==> src/rtl/linear_layer_ctrl.sv <==
// linear_layer_ctrl
//   Sequencer for a 3-neuron linear output layer. Activations arrive one at a
//   time over a valid/ready handshake. The shared weight ROM is addressed with
//   the index of the activation being accepted. The ROM answers one cycle later
//   with the weights for all three neurons (banks at stride N_IN). The block
//   accumulates three dot products and reports the argmax class.
//
//   Ports
//     clk, rst_n         clock (rising edge), asynchronous active-low reset
//     start              begin an inference; only sampled in IDLE
//     x_valid/x_data     activation stream
//     x_ready            high while in LOAD
//     rom_addr           registered weight ROM address (bank 0 offset)
//     weight1..3         ROM data for neurons 0..2, one cycle after rom_addr
//     busy               high whenever not IDLE
//     done               one-cycle pulse when acc1..3 / class_id are final
//     acc1..3            dot products, held until the next accepted start
//     class_id           index of the largest accumulator; ties go to the lowest index
module linear_layer_ctrl #(
    parameter int unsigned N_IN   = 96,
    parameter int unsigned ADDR_W = 10,
    parameter int unsigned W_W    = 3,
    parameter int unsigned X_W    = 8,
    parameter int unsigned ACC_W  = 18
) (
    input  logic              clk,
    input  logic              rst_n,
    input  logic              start,
    input  logic              x_valid,
    input  logic [X_W-1:0]    x_data,
    output logic              x_ready,
    output logic [ADDR_W-1:0] rom_addr,
    input  logic [W_W-1:0]    weight1,
    input  logic [W_W-1:0]    weight2,
    input  logic [W_W-1:0]    weight3,
    output logic              busy,
    output logic              done,
    output logic [ACC_W-1:0]  acc1,
    output logic [ACC_W-1:0]  acc2,
    output logic [ACC_W-1:0]  acc3,
    output logic [1:0]        class_id
);

    localparam int unsigned IDX_W = (N_IN > 1) ? $clog2(N_IN) : 1;

    typedef enum logic [1:0] {
        IDLE  = 2'd0,
        LOAD  = 2'd1,
        DRAIN = 2'd2,
        CMP   = 2'd3
    } state_t;

    state_t           state, next_state;
    logic [IDX_W-1:0] idx;
    logic [X_W-1:0]   x_d;
    logic             vld_d;
    logic             accept;
    logic             last;
    logic [1:0]       argmax;

    assign accept = x_valid & x_ready;
    assign last   = (idx == IDX_W'(N_IN - 1));
    assign busy   = (state != IDLE);

    always_ff @(posedge clk or negedge rst_n) begin
        if (!rst_n) begin
            state <= IDLE;
        end else begin
            state <= next_state;
        end
    end

    always_comb begin
        next_state = state;
        x_ready    = 1'b0;
        case (state)
            IDLE:  if (start) next_state = LOAD;
            LOAD: begin
                x_ready = 1'b1;
                if (accept && last) next_state = DRAIN;
            end
            DRAIN: next_state = CMP;
            CMP:   next_state = IDLE;
            default: next_state = IDLE;
        endcase
    end

    // Ties resolve toward the lower index because each test uses >=.
    always_comb begin
        if (acc1 >= acc2 && acc1 >= acc3) begin
            argmax = 2'd0;
        end else if (acc2 >= acc3) begin
            argmax = 2'd1;
        end else begin
            argmax = 2'd2;
        end
    end

    // x_d/vld_d delay the accepted activation by one cycle so that it meets the
    // ROM data for the address presented in the accept cycle. On a stall,
    // rom_addr holds and vld_d drops, so no product is added.
    always_ff @(posedge clk or negedge rst_n) begin
        if (!rst_n) begin
            rom_addr <= '0;
            idx      <= '0;
            x_d      <= '0;
            vld_d    <= 1'b0;
            acc1     <= '0;
            acc2     <= '0;
            acc3     <= '0;
            class_id <= '0;
            done     <= 1'b0;
        end else begin
            done  <= 1'b0;
            vld_d <= 1'b0;
            if (vld_d) begin
                acc1 <= acc1 + ACC_W'(x_d) * ACC_W'(weight1);
                acc2 <= acc2 + ACC_W'(x_d) * ACC_W'(weight2);
                acc3 <= acc3 + ACC_W'(x_d) * ACC_W'(weight3);
            end
            case (state)
                IDLE: begin
                    if (start) begin
                        acc1     <= '0;
                        acc2     <= '0;
                        acc3     <= '0;
                        idx      <= '0;
                        rom_addr <= '0;
                    end
                end
                LOAD: begin
                    if (accept) begin
                        x_d   <= x_data;
                        vld_d <= 1'b1;
                        if (!last) begin
                            idx      <= idx + IDX_W'(1);
                            rom_addr <= ADDR_W'(idx) + ADDR_W'(1);
                        end
                    end
                end
                CMP: begin
                    class_id <= argmax;
                    done     <= 1'b1;
                end
                default: ;
            endcase
        end
    end

endmodule
==> config.mk <==
export PLATFORM = sky130hd
export DESIGN_NAME = linear_layer_ctrl
export DESIGN_NICKNAME = d
export VERILOG_FILES = /design/src/rtl/linear_layer_ctrl.sv
export SDC_FILE = /design/constraint.sdc
export NUM_CORES = 1
export LEC_CHECK = 0
export ABC_AREA = 1
export CAP_MARGIN = 10
export CORE_MARGIN = 5
export CORE_UTILIZATION = 45
export CTS_BUF_LIST = sky130_fd_sc_hd__clkbuf_16
export DETAILED_ROUTE_END_ITERATION = 7
export PLACE_DENSITY = 0.69
export SKIP_CTS_REPAIR_TIMING = 1
export SYNTH_ARGS = -nofsm -noshare
export SYNTH_HDL_FRONTEND = slang
export SYNTH_SLANG_ARGS = --single-unit
==> constraint.sdc <==
create_clock -name clk -period 3.41 [get_ports clk]
set_input_delay 0.682 -clock clk [delete_from_list [all_inputs] [get_ports clk]]
set_output_delay 0.682 -clock clk [all_outputs]
set_load 0.05 [all_outputs]
==> run metrics, run 1 <==
CORE AREA 18100 um2; first-pass GRT wire length 39.4 mm; port bufs 87; drt wl/cell 15.2 um; drt drc 0; Hold WC Path Type in2async; Routed met1 length 10.9 mm; status complete, no violations; worst-path fanout max 10; commonest non-fill, non-tap cell in the layout nand2_1; CP max stage cell fa_1; Max-Cap Viols 0; IO Count 90; fin. max-slew vios 0; Reg area 1910 um2; flops & latches, synth 76; # clock sinks 76; Skew-Pair Late Insertion Delay 0.36 ns; sequential-to-total area share from yosys stat 22.9%; CP required 3.66 ns; Final HPWL DP 18.6 mm; ys async rst share 100%; Max Root-Sink Buffers 2; Synth Flop Type dfrtp_1; drt initial violations 552; Worst slew margin 47.1%; ratio of cells with drive above 1 in the final layout 10.1%; final setup violation count 0; Starting Density 45.9%; Final GP Congestion 0.907; Worst path max stage delay 0.53 ns; Chip Width 146 um; drt first pass iters 5; row count 49; Layout area overhead 25.1%; final worst-path cycle share 96.8%; via count 7963; critical path class reg2reg; Root Buffer clkbuf_16; family with the most delay on the worst path adder cells; post-route ant nets 0; Setup Skew 0.0114 ns; met2 wire length 11.3 mm; RSZ-0062 raised after global routing true; H-tree Lvls 3; pin count of the biggest net entering global routing 60; total gr overflow 0; met3 routed WL 1.36 mm; CP Capture Type flip-flop; Die Span Y 146 um; initial antenna violation count 0; Cells after Synth 1220; library cells used by synthesis 38; Top Metal Used met4; final wirelength 24.1 mm; CP dominant cell by count nand2_1; Bufs and invs on worst path 3; total clock buffers created by CTS 9; Final min period 3.30 ns; Mean Syn Cell Area 6.80 um2; CP cell instances nand2_1 > fa_1 > inv_1 > fa_1 > inv_1 > fa_1 > inv_1 > nand3_1 > nand2_2 > nand2_1 > o211ai_1 > nand2_1 > nand2_2 > nand3_1 > nand2_1 > nor2_1; crit path DAT 3.55 ns; nets 1523; CTS clock-pin slew for the worst setup and hold paths 0.06 ns; TNS Setup 0 ns; CTS tree done; number of global-route vias before repair 7934; cell area after synthesis 8300 um2; Startpoint Class flip-flop; Least-Margin Pin Slew 0.793 ns; most frequent cells in the layout nand2_1, inv_1, nor2_1, ha_1, clkdlybuf4s50_1; endpoints failing hold 0; Total GRT Usage 22.8%; die area 21300 um2; post-layout util 57.4%; footprint of the multi-input gates 5340 um2; routed vias/inst 5.01; Antenna Cells 0; filler cell count in the final layout 1718; max frequency 0.303 GHz; Syn. warnings 0; Post-synth EDFFs 0
==> worst paths after layout <==
check / start / endpoint / slack [ns] / depth (start not counted)
max: x_d[2] / acc2[13] / 0.11 / 16
min: rst_n / acc3[14] / 0.34 / 1
max reg2reg: x_d[2] / acc2[13] / 0.11 / 16
min reg2reg: class_id[1] / class_id[1] / 0.49 / 2
max in group asynchronous: rst_n / acc2[5] / 2.37 / 2
min in group clk: class_id[1] / class_id[1] / 0.49 / 2
==> per-layer routing <==
| metal | vias to the layer above | GRT usage [%] |
|---|---|---|
| li1 | 4016 | - |
| met3 | 30 | 5.05 |
| met5 | - | 0 |
| met4 | 0 | 7.26 |
| met1 | 3714 | 30.3 |
| met2 | 203 | 37.2 |
==> cells in the mapped netlist, types with 4 or more instances <==
cell,n,area share (%)
a21oi_1,83,5.0
a31oi_1,4,0.30
buf_1,8,0.36
buf_2,5,0.30
clkbuf_1,21,0.95
dfrtp_1,76,23
fa_1,45,11
ha_1,101,15
inv_1,289,13
nand2_1,312,14
nand3_1,54,3.3
nand4_1,9,0.68
nor2_1,106,4.8
nor3_1,11,0.66
nor4_1,5,0.38
o211ai_1,10,0.90
o21ai_0,35,2.1
o21bai_1,4,0.36
o31ai_1,6,0.54
or2_2,4,0.30
==> logic make-up after synthesis <==
kind of cell,Yosys count,share of synthesized area (%)
simple gates,508,24.8
buf+inv,328,15.1
compound gates,155,10.4
fa+ha+maj,146,26.1
flops,76,22.9
xor+xnor,6,0.634
other cells,1,0.0452
==> per-stage QoR <==
step / instances / area, um2 / worst slack (ns) / hold slack, ns
3_5_place_dp: 1570 / 9820 / -0.646 / 0.478
3_3_place_gp: 1570 / 9820 / -0.590 / 0.470
6_report: 1590 / 10400 / 0.110 / 0.344
5_1_grt: 1590 / 10400 / -0.0958 / 0.392
2_1_floorplan: 1221 / 8310 / 0.00338 / 0.386
4_1_cts: 1586 / 10100 / -0.278 / 0.357
==> registers in the layout, summed over array words and instances, names as in the netlist <==
signal / count
acc1: 18
x_d: 8
acc2: 18
acc3: 18
vld_d: 1
done: 1
rom_addr: 2
class_id: 2
state: 2
idx: 6
==> worst reg2reg max path: cells and delay by family, from the launching register on <==
kind	cells	cell delay (ns)
AO/OA/AOI/OAI	1	0.15
adder cells (fa/ha/maj)	3	1.47
buffers and inverters	3	0.23
flip-flops	1	0.50
AND/OR/NAND/NOR	9	0.82
==> cell type report <==
cell class	count	share of cell area, %
Inverter	291	10.5
Clock buffer	9	2.17
Timing Repair Buffer	161	14.0
Tap cell	229	2.76
Sequential cell	76	18.4
Clock inverter	7	0.711
Multi-Input combinational cell	817	51.5
Power of run 1 is not shown: default switching activity piles up to over one toggle a cycle in this logic, so the estimate is an artifact.
==> run 2, diff against run 1 <==
--- a/config.mk
+++ b/config.mk
@@ -10,6 +10,7 @@
 export CORE_MARGIN = 5
 export CORE_UTILIZATION = 45
 export CTS_BUF_LIST = sky130_fd_sc_hd__clkbuf_16
+export CTS_CLUSTER_DIAMETER = 30
 export DETAILED_ROUTE_END_ITERATION = 7
 export PLACE_DENSITY = 0.69
 export SKIP_CTS_REPAIR_TIMING = 1
==> results of run 2 <==
The final DEF is identical to that of run 1; final timing and power are the same.
Power of run 2 is left out for the same reason.
